--- src/rtl/axi_mem_arb.sv ---
// ---------------------------------------------------------------------------
// axi_mem_arb
//
// Two-requester arbiter in front of a single AXI4-Lite-style memory port.
// One transaction is in flight at a time. Requesters are granted round-robin
// (m0 wins the first tie after reset), the winning request is latched and
// replayed on the AXI write (AW/W/B) or read (AR/R) channels, and completion
// is reported back to the owner with a one-cycle done pulse.
//
// Ports
//   clk, reset            rising-edge clock, synchronous active-high reset
//   mN_req/we/addr/wdata  request from requester N (N = 0, 1), held until ack
//   mN_ack                one-cycle pulse: request accepted
//   mN_done               one-cycle pulse: transaction complete
//   mN_rdata, mN_err      read data / non-OKAY response, valid with mN_done
//   aw*, w*, b*           AXI write address, write data, write response
//   ar*, r*               AXI read address, read data
// ---------------------------------------------------------------------------
module axi_mem_arb #(
   parameter int AW = 8,
   parameter int DW = 32
) (
   input  logic            clk,
   input  logic            reset,
   // requester 0
   input  logic            m0_req,
   input  logic            m0_we,
   input  logic [AW-1:0]   m0_addr,
   input  logic [DW-1:0]   m0_wdata,
   output logic            m0_ack,
   output logic            m0_done,
   output logic [DW-1:0]   m0_rdata,
   output logic            m0_err,
   // requester 1
   input  logic            m1_req,
   input  logic            m1_we,
   input  logic [AW-1:0]   m1_addr,
   input  logic [DW-1:0]   m1_wdata,
   output logic            m1_ack,
   output logic            m1_done,
   output logic [DW-1:0]   m1_rdata,
   output logic            m1_err,
   // AXI write address channel
   output logic            awvalid,
   input  logic            awready,
   output logic [AW-1:0]   awaddr,
   // AXI write data channel
   output logic            wvalid,
   input  logic            wready,
   output logic [DW-1:0]   wdata,
   output logic [DW/8-1:0] wstrb,
   // AXI write response channel
   input  logic            bvalid,
   output logic            bready,
   input  logic [1:0]      bresp,
   // AXI read address channel
   output logic            arvalid,
   input  logic            arready,
   output logic [AW-1:0]   araddr,
   // AXI read data channel
   input  logic            rvalid,
   output logic            rready,
   input  logic [DW-1:0]   rdata,
   input  logic [1:0]      rresp
);

   typedef enum logic [2:0] {
      IDLE,
      WR,
      WR_RESP,
      RD_ADDR,
      RD_DATA
   } state_t;

   state_t          state_q;
   logic            owner_q;
   logic            last_grant_q;
   logic [AW-1:0]   addr_q;
   logic [DW-1:0]   wdata_q;
   logic            awvalid_q;
   logic            wvalid_q;
   logic            bready_q;
   logic            arvalid_q;
   logic            rready_q;
   logic [1:0]      ack_q;
   logic [1:0]      done_q;
   logic [1:0]      err_q;
   logic [DW-1:0]   rdata_q [2];

   // Grant decision and write-channel completion, evaluated every cycle.
   logic            req_any_d;
   logic            grant_d;
   logic            grant_we_d;
   logic [AW-1:0]   grant_addr_d;
   logic [DW-1:0]   grant_wdata_d;
   logic            aw_ok_d;
   logic            w_ok_d;

   always_comb begin
      // NOTE: every signal driven here gets a value on every path, so no latch is inferred.
      req_any_d = m0_req | m1_req;
      // A lone requester wins outright; on a tie the one not granted last wins.
      grant_d   = m1_req;
      if (m0_req && m1_req) begin
         grant_d = ~last_grant_q;
      end
      grant_we_d    = grant_d ? m1_we    : m0_we;
      grant_addr_d  = grant_d ? m1_addr  : m0_addr;
      grant_wdata_d = grant_d ? m1_wdata : m0_wdata;
      // A write channel counts as finished once its valid has already dropped
      // or its handshake completes this cycle, so AW and W may finish in
      // either order or together.
      aw_ok_d = !awvalid_q || awready;
      w_ok_d  = !wvalid_q  || wready;
   end

   always_ff @(posedge clk) begin
      if (reset) begin
         state_q      <= IDLE;
         owner_q      <= 1'b0;
         last_grant_q <= 1'b1;
         addr_q       <= '0;
         wdata_q      <= '0;
         awvalid_q    <= 1'b0;
         wvalid_q     <= 1'b0;
         bready_q     <= 1'b0;
         arvalid_q    <= 1'b0;
         rready_q     <= 1'b0;
         ack_q        <= '0;
         done_q       <= '0;
         err_q        <= '0;
         // NOTE: the read-data holding registers drive outputs directly, so they are reset like control state.
         for (int i = 0; i < 2; i++) begin
            rdata_q[i] <= '0;
         end
      end else begin
         // NOTE: sequential state uses <= so every register sees pre-edge values regardless of statement order.
         ack_q  <= '0;
         done_q <= '0;
         case (state_q)
            IDLE: begin
               if (req_any_d) begin
                  owner_q        <= grant_d;
                  last_grant_q   <= grant_d;
                  ack_q[grant_d] <= 1'b1;
                  addr_q         <= grant_addr_d;
                  wdata_q        <= grant_wdata_d;
                  if (grant_we_d) begin
                     state_q   <= WR;
                     awvalid_q <= 1'b1;
                     wvalid_q  <= 1'b1;
                  end else begin
                     state_q   <= RD_ADDR;
                     arvalid_q <= 1'b1;
                  end
               end
            end
            WR: begin
               if (awvalid_q && awready) begin
                  awvalid_q <= 1'b0;
               end
               if (wvalid_q && wready) begin
                  wvalid_q <= 1'b0;
               end
               if (aw_ok_d && w_ok_d) begin
                  state_q  <= WR_RESP;
                  bready_q <= 1'b1;
               end
            end
            WR_RESP: begin
               if (bvalid) begin
                  bready_q        <= 1'b0;
                  err_q[owner_q]  <= |bresp;
                  done_q[owner_q] <= 1'b1;
                  state_q         <= IDLE;
               end
            end
            RD_ADDR: begin
               if (arready) begin
                  arvalid_q <= 1'b0;
                  rready_q  <= 1'b1;
                  state_q   <= RD_DATA;
               end
            end
            RD_DATA: begin
               if (rvalid) begin
                  rready_q         <= 1'b0;
                  rdata_q[owner_q] <= rdata;
                  err_q[owner_q]   <= |rresp;
                  done_q[owner_q]  <= 1'b1;
                  state_q          <= IDLE;
               end
            end
            default: begin
               state_q <= IDLE;
            end
         endcase
      end
   end

   assign m0_ack   = ack_q[0];
   assign m1_ack   = ack_q[1];
   assign m0_done  = done_q[0];
   assign m1_done  = done_q[1];
   assign m0_err   = err_q[0];
   assign m1_err   = err_q[1];
   assign m0_rdata = rdata_q[0];
   assign m1_rdata = rdata_q[1];

   assign awvalid  = awvalid_q;
   assign awaddr   = addr_q;
   assign wvalid   = wvalid_q;
   assign wdata    = wdata_q;
   assign wstrb    = {(DW/8){1'b1}};
   assign bready   = bready_q;
   assign arvalid  = arvalid_q;
   assign araddr   = addr_q;
   assign rready   = rready_q;

endmodule

--- config.mk ---
export PLATFORM = sky130hd
export DESIGN_NAME = axi_mem_arb
export DESIGN_NICKNAME = d
export VERILOG_FILES = /design/src/rtl/axi_mem_arb.sv
export SDC_FILE = /design/constraint.sdc
export NUM_CORES = 1
export LEC_CHECK = 0
export CAP_MARGIN = 10
export CORE_ASPECT_RATIO = 1.2
export CORE_MARGIN = 2
export CORE_UTILIZATION = 41
export DETAILED_ROUTE_END_ITERATION = 6
export GPL_ROUTABILITY_DRIVEN = 0
export PLACE_DENSITY = 0.91
export SLEW_MARGIN = 0
export SYNTH_ARGS = -nofsm -noshare
export SYNTH_HDL_FRONTEND = slang
export SYNTH_SLANG_ARGS = --single-unit
--- constraint.sdc ---
create_clock -name clk -period 2.1 [get_ports clk]
set_clock_uncertainty 0.1 [all_clocks]
set_input_delay 0.315 -clock clk [delete_from_list [all_inputs] [get_ports clk]]
set_output_delay 0.315 -clock clk [all_outputs]
set_load 0.05 [all_outputs]
==> reports/results.tsv <==
stage	metric	value	unit
global_route	vias in the first global route	4245	
power_and_ir_drop	sequential share of power	33.6	%
clock_network	post-CTS setup buffers	0	
power_and_ir_drop	combinational power share	30.8	%
sta	final slew viol count	0	
clock_network	clk sink count	120	
yosys	Mapped Area	0.00522	sq mm
drt	Routed Antenna Nets	0	
worst_setup_path	max incr delay on CP	830	ps
clock_network	clock latency on the worst-skew pair	400	ps
power_and_ir_drop	Clock power frac	35.7	%
global_route	pin count of the biggest net entering global routing	55	
die	Die Y	128	um
cells_and_area	Layout area overhead	62.3	%
placement	Placed Area	0.00784	sq mm
worst_hold_path	Worst Hold Class	input port to register	
yosys	post-synthesis xor/xnor area fraction	0	%
worst_setup_path	Req. time, crit path	1680	ps
cells_and_area	# diodes	0	
worst_setup_path	Buf+Inv Stages, Crit Path	1	
yosys	Mapped Cells	415	
drt	initial drt markers	145	
power_and_ir_drop	NetSw	2.83	mW
drt	final WL	14000	um
sta	fin crit share	97.0	%
drt	total iterations of the first detailed-routing run	4	
worst_setup_path	CP Class	register to primary output	
placement	Detailed Place HPWL	10400	um
clock_network	clock slew at reported path FFs	60	ps
worst_setup_path	CP Max Fanout	3	
cells_and_area	most frequent cells in the layout	clkdlybuf4s50_1, and2_1, edfxtp_1, dfxtp_1, nor2_1	
yosys	Synth warnings	0	
yosys	Async SR Flop Fraction	0	%
global_route	gr usage total	20.8	%
global_route	initial antenna violation count	0	
power_and_ir_drop	Final Total Pwr	8.53	mW
sta	post-layout min period	2040	ps
worst_setup_path	Setup crit start kind	register	
yosys	#FFs+latches synth	120	
sta	final setup fails	0	
placement	Port Buffers	249	
sta	worst slew pin tran	553	ps
clock_network	H-tree depth	4	
yosys	Synth Area in Adders	0	%
clock_network	Hold Buf Count CTS	0	
cells_and_area	commonest non-fill, non-tap cell in the layout	clkdlybuf4s50_1	
die	full die area	0.0137	sq mm
die	Ports	254	
yosys	number of synthesized flops with an enable pin	64	
die	starting density of the core	41.6	%
power_and_ir_drop	switching share of power	33.1	%
clock_network	TritonCTS clock tree	yes	
yosys	post-synthesis sequential area ratio	58.3	%
sta	Fin Setup TNS	0	ps
worst_setup_path	crit end category	primary output	
yosys	largest family of logic cells by synthesized area	simple AND/OR/NAND/NOR gates	
yosys	ys flop type	edfxtp_1	
drt	DR WL/cell	16.8	um
sta	final hold slack	177	ps
power_and_ir_drop	Pint	5.71	mW
cells_and_area	nets	785	
power_and_ir_drop	pwr/cell area	1010	mW/mm^2
cells_and_area	layout cells sized above 1	14.8	%
clock_network	Max clock buf depth	2	
worst_setup_path	CP top delay family	buffers and inverters	
sta	Slew HR	63.0	%
job	MaxCap Viol Count	0	
die	row count	45	
yosys	mux cell area share after synthesis	7.86	%
cells_and_area	fill count	852	
yosys	area fraction in compound gates after synthesis	13.0	%
worst_setup_path	CP arrival	1620	ps
worst_setup_path	slowest cell on the critical path	clkdlybuf4s50_1	
worst_setup_path	CP cell instances	clkdlybuf4s50_1	
clock_network	cts bufs inserted	17	
yosys	Cell variety after synth	46	
outcome	status	complete, no violations	
drt	via count of the routed design	4131	
power_and_ir_drop	LEAKAGE	3.18	nW
global_route	GRT overflow	0	
drt	Residual DRC	0	
sta	Final Hold Viols	0	
sta	max frequency	491	MHz
die	core footprint	0.0126	sq mm
clock_network	Root Buffer	clkbuf_16	
drt	Avg Vias per Cell	4.95	
global_route	first-pass GRT wire length	21800	um
yosys	Post-Synth Simple-Gate Area	15.2	%
power_and_ir_drop	Max rail drop VDD	517	uV
cells_and_area	Post-Layout Inst Area	0.00847	sq mm
sta	RSZ-0062 raised after global routing	false	
die	Die Span X	107	um
yosys	Syn Area/Cell	12.6	sq um
==> power groups by stage <==
stage / clock network (mW) / registers (mW) / logic (mW)
2_1_floorplan: 0 / 3.68 / 0.988
3_3_place_gp: 0 / 2.90 / 2.57
3_5_place_dp: 0 / 2.91 / 2.63
4_1_cts: 3.10 / 2.87 / 2.64
5_1_grt: 3.20 / 2.89 / 2.76
6_report: 3.05 / 2.86 / 2.62
==> cell type report <==
type                    count  area, sq um  area share, %
flip-flops and latches    120         3040           35.9
multi-input cells         254         1920           22.6
inverters                   3         11.3          0.133
clock buffers              17          425           5.02
well taps                 164          205           2.42
clock inverters            14          200           2.36
repair buffers            262         2670           31.5
==> cells by family (layout without fill, tap and decap cells) <==
| group | count (synthesis) | after routing |
|---|---|---|
| flops | 120 | 120 |
| mux | 41 | 41 |
| simple gates | 142 | 142 |
| compound gates | 67 | 67 |
| buf+inv | 44 | 296 |
| other cells | 1 | 4 |
==> path summary, 6_finish.rpt <==
check / start / to / slack, ps / cells after the start
hold / removal: reset / done_q[0]$_SDFF_PP0_ / 180 / 2
setup / recovery: araddr[6]$_SDFFE_PP0P_ / araddr[6] / 60 / 1
hold reg to reg: awvalid$_SDFFE_PP0P_ / awvalid$_SDFFE_PP0P_ / 380 / 2
setup reg to reg: state_q[2]$_SDFFE_PP0P_ / rdata_q[0][11]$_SDFFCE_PN0P_ / 300 / 4
==> synthesized netlist by cell type (all sizes together), types with 3 or more instances <==
library cell	number	share of area (%)
a211oi	41	9.6
nor2	47	3.5
nor2b	3	0.36
clkbuf	12	0.94
buf	29	4.4
nand2b	4	0.48
inv	3	0.22
nor3	6	0.89
mux2i	41	7.9
edfxtp	64	37
nand2	4	0.29
dfxtp	56	21
o21ai	7	0.67
a21oi	7	0.74
and2	64	7.7
==> routing by layer <==
| layer | up-vias | track usage (%) | wire length (um) |
|---|---|---|---|
| met5 | - | 0 | 0 |
| met4 | 0 | 9.01 | 401 |
| met3 | 27 | 7.55 | 1260 |
| met2 | 225 | 35.9 | 7090 |
| met1 | 1928 | 23.1 | 5270 |
| li1 | 1951 | - | - |
==> flip-flops by register name, indices dropped and copies added (netlist names), 2 cells and up <==
signal and cells:
araddr 8, state_q 3, ack_q 2, done_q 2, err_q 2, rdata_q 64
wdata 32
==> metrics by stage <==
step,utilization (%),worst slack (ps),cells
6_report,67.5,62.5,834
5_1_grt,67.5,3.48,834
4_1_cts,67.4,13.9,834
3_5_place_dp,62.5,67.0,803
3_3_place_gp,62.5,129,803
2_1_floorplan,-,193,418
==> timing repair <==
action | in CTS | in global routing
endpoints found under the setup margin | 0 | 2
hold endpoints to repair | 0 | 0
resized for setup | 0 | 1
Note: power is estimated with default switching activity, not from simulation.
==> edit 1: new RTL, config.mk and constraints unchanged <==
`DW`: 32 -> 40.
--- a/src/rtl/axi_mem_arb.sv
+++ b/src/rtl/axi_mem_arb.sv
@@ -18,7 +18,7 @@
 // ---------------------------------------------------------------------------
 module axi_mem_arb #(
    parameter int AW = 8,
-   parameter int DW = 32
+   parameter int DW = 40
 ) (
    input  logic            clk,
    input  logic            reset,
Interface: changed (7 resized); port bits go from 254 to 303. The function was not compared with the original's and may differ.
==> edit 1 against the original RTL <==
- total power is 2.0% lower
- worst setup slack lost 2.4 ps
- largest cell class unchanged
- synthesized area up 9.7%
- routed wire length is 15% higher
- critical path type unchanged
- first-iteration DRC count is 53% higher
- cell area is 12% higher
- sequential cell count grew 24
- combinational power down 14%
==> edit 1: results (changes against the original RTL) <==
| Metric | Value |
|---|---|
| Status | complete, no violations |
| ClkCell Share | 0.0578 (-0.0160) |
| Worst-margin pin slew | 536 ps (-17.0 ps) |
| Setup crit start | rdata_q[1][3] |
| Worst VDD drop | 0.440 mV (-15%) |
| Non-filler instance count after layout | 911 (+9.2%) |
| Placed Area | 8910 um2 (+14%) |
| Initial drt markers | 222 (+53%) |
| Place WS | -0.346 ps (-67.3 ps) |
| Combinational share of power | 0.269 (-0.039) |
| P_clk | 2.75 mW (-9.8%) |
| R2r startpoint | state_q[0] |
| Non-clk buf share | 0.339 (+0.0237) |
| Largest net degree at the start of global routing | 41 (-25%) |
| Leak Pwr | 3.63 nW (+14%) |
| Synth top area cells | edfxtp_1 42%, dfxtp_1 22%, and2_1 12% |
| Number of ordinary inverters in the final layout | 8 (+5) |
| Worst Path Max Fanout | 1 (-2) |
| Via density | 5.00 (+1.0%) |
| Clock slew at reported path FFs | 60 ps (about the same) |
| Multi-input gate share of the layout cell area | 0.188 (-0.0382) |
| Most common library cells after synthesis | 108 x and2_1, 80 x edfxtp_1, 64 x dfxtp_1, 41 x a221o_1, 20 x and2_2 |
| Initial antenna violation count | 2 (+2) |
| First-pass GRT wire length | 24900 um (+14%) |
| GR Util All Layers | 0.215 (+0.00658) |
| Register area | 3680 um2 (+21%) |
| WL final | 16100 um (+15%) |
| Number of synthesized flops with an enable pin | 80 (+25%) |
| Hold wc startpoint | last_grant_q |
| Sw frac | 0.323 (-0.00812) |
| Post-DP HPWL | 12400 um (+20%) |
| Switching power | 2.70 mW (-4.4%) |
| Synthesis-stage register bit count | 144 (+20%) |
| Multi-input logic area | 1780 um2 (-7.2%) |
| DR pass1 iterations | 5 (+1) |
| Final nets | 878 (+12%) |
| Avg Cell Area, Syn | 13.3 um2 (+5.9%) |
| Layout cells sized above 1 | 0.128 (-0.0194) |
| Fillers | 948 (+11%) |
| Multi-In Gates | 242 (-4.7%) |
| Max reg flops | 80 (+25%) |
| IO Port Bufs | 297 (+19%) |
| HP Class | flip-flop to flip-flop |
==> edit 1: changes by cell type after synthesis, moves of 16 or more <==
cell      change
a221o_1      +41
edfxtp_1     +16
a211oi_2     -39
and2_2       +20
nor2_1       -37
and2_1       +44
mux2i_1      -40
==> edit 1: per-layer routing <==
metal	vias to the layer above	share of wire	track usage
met4	4	0.021	0.0782
met5	-	0.0014	0
met3	29	0.10	0.0823
li1	2138	-	-
met2	272	0.51	0.378
met1	2115	0.36	0.236
==> edit 1: kinds of logic (layout without fill, tap and decap cells) <==
kind of cell | Yosys count | after routing | share of synthesized area
compound gates | 77 | 77 | 0.120
simple gates | 159 | 159 | 0.179
flops | 144 | 144 | 0.643
other cells | 1 | 5 | 0.000655
buf+inv | 48 | 354 | 0.0546
mux | 1 | 1 | 0.00175
==> edit 1: path summary, 6_finish.rpt <==
check,endpoint,slack [ps],depth (start not counted)
max reg2reg,rdata_q[0][27],280,4
min reg2reg,last_grant_q,370,2
min,last_grant_q,370,2
max,m1_rdata[3],60,1
==> edit 2: new RTL, same settings <==
Made on the original files. The 5 states of `state_t` get a Gray code encoding in 3 bits.
--- a/src/rtl/axi_mem_arb.sv
+++ b/src/rtl/axi_mem_arb.sv
@@ -65,11 +65,11 @@
 );
 
    typedef enum logic [2:0] {
-      IDLE,
-      WR,
-      WR_RESP,
-      RD_ADDR,
-      RD_DATA
+      IDLE    = 3'b000,
+      WR      = 3'b001,
+      WR_RESP = 3'b011,
+      RD_ADDR = 3'b010,
+      RD_DATA = 3'b110
    } state_t;
 
    state_t          state_q;
Behaviour: no difference found for any inputs over 4 cycles, from zero or initial values and one cycle with reset high; so few cycles prove little.
==> edit 2 against the original RTL <==
- critical path type unchanged
- synthesized area up 0.46%
- critical endpoint is now m1_rdata[16]
- sequential cell count unchanged
- worst setup slack worse by 17 ps
- cell count up 1.4%
- total power up 2.0%
- cell area about the same
- routed wire length up 6.4%
==> edit 2: results (changes against the original RTL) <==
| Metric | Value |
|---|---|
| Multi-input logic area | 1930 um2 (+0.78%) |
| Worst path arrival time | 1640 ps (+20 ps) |
| R2r startpoint | state_q[0] |
| Initial drt markers | 192 (+32%) |
| GR Util All Layers | 0.216 (+0.00809) |
| Number of ordinary inverters in the final layout | 4 (+1) |
| First-pass GRT wire length | 22500 um (+3.6%) |
| Avg Cell Area, Syn | 12.4 um2 (-1.4%) |
| ClkCell Share | 0.0707 (-0.00314) |
| Leak Pwr | 3.18 nW (about the same) |
| Worst VDD drop | 0.549 mV (+6.3%) |
| DP Cell Count | 815 (+1.5%) |
| R2R cell count | 5 (+1) |
| Mux share of post-synthesis cell area | 0.0804 (+0.00179) |
| Status | complete, no violations |
| Largest net degree at the start of global routing | 39 (-29%) |
| Synth top area cells | edfxtp_1 37%, dfxtp_1 21%, a211oi_2 9.1% |
| Worst R2R End | rdata_q[0][8] |
| WL final | 14900 um (+6.4%) |
| Final nets | 797 (+1.5%) |
| Post-synthesis sequential area ratio | 0.580 (-0.00264) |
| Worst Path Max Fanout | 1 (-2) |
| Setup crit start | rdata_q[1][16] |
| Placed Area | 7880 um2 (+0.43%) |
| Layout cells sized above 1 | 0.150 (+0.00180) |
| Hold endpoint | owner_q |
| WHS | 93.9 ps (-82.8 ps) |
| R2R setup slack | 330 ps (+30 ps) |
| Register fraction of the total cell area | 0.359 (about the same) |
| Via density | 5.00 (+0.94%) |
| Compound-cell area share of the yosys netlist | 0.130 (-0.000590) |
| Worst-margin pin slew | 559 ps (+6.07 ps) |
| Routed via count | 4230 (+2.4%) |
| P_clk | 2.91 mW (-5%) |
| Non-clk buf share | 0.316 (+0.00129) |
| Yosys cell types | 45 (-2.2%) |
| Fillers | 882 (+3.5%) |
[edit 2: routing by layer]
layer | routed length (um) | track usage | share of wire | vias up
met2 | 7770 | 0.396 | 0.52 | 230
met3 | 1290 | 0.0691 | 0.087 | 25
met1 | 5540 | 0.231 | 0.37 | 1985
li1 | - | - | - | 1990
met4 | 303 | 0.0779 | 0.020 | 0
met5 | 0 | 0 | 0 | -
[edit 2: cells by family after synthesis]
kind of cell / Yosys count
AO/OA/AOI/OAI: 69
buffers and inverters: 45
flip-flops: 120
multiplexers: 42
other: 1
AND/OR/NAND/NOR: 146
[edit 2: stage by stage]
stage               total power [mW]  TNS [ps]  setup slack, ps
floorplan                       4.86         0              191
global placement                5.76     -21.7            -21.7
detailed placement              5.84     -50.1            -46.5
CTS                             8.77         0             23.7
global route                    9.03         0             22.3
finish                          8.71         0             46.0
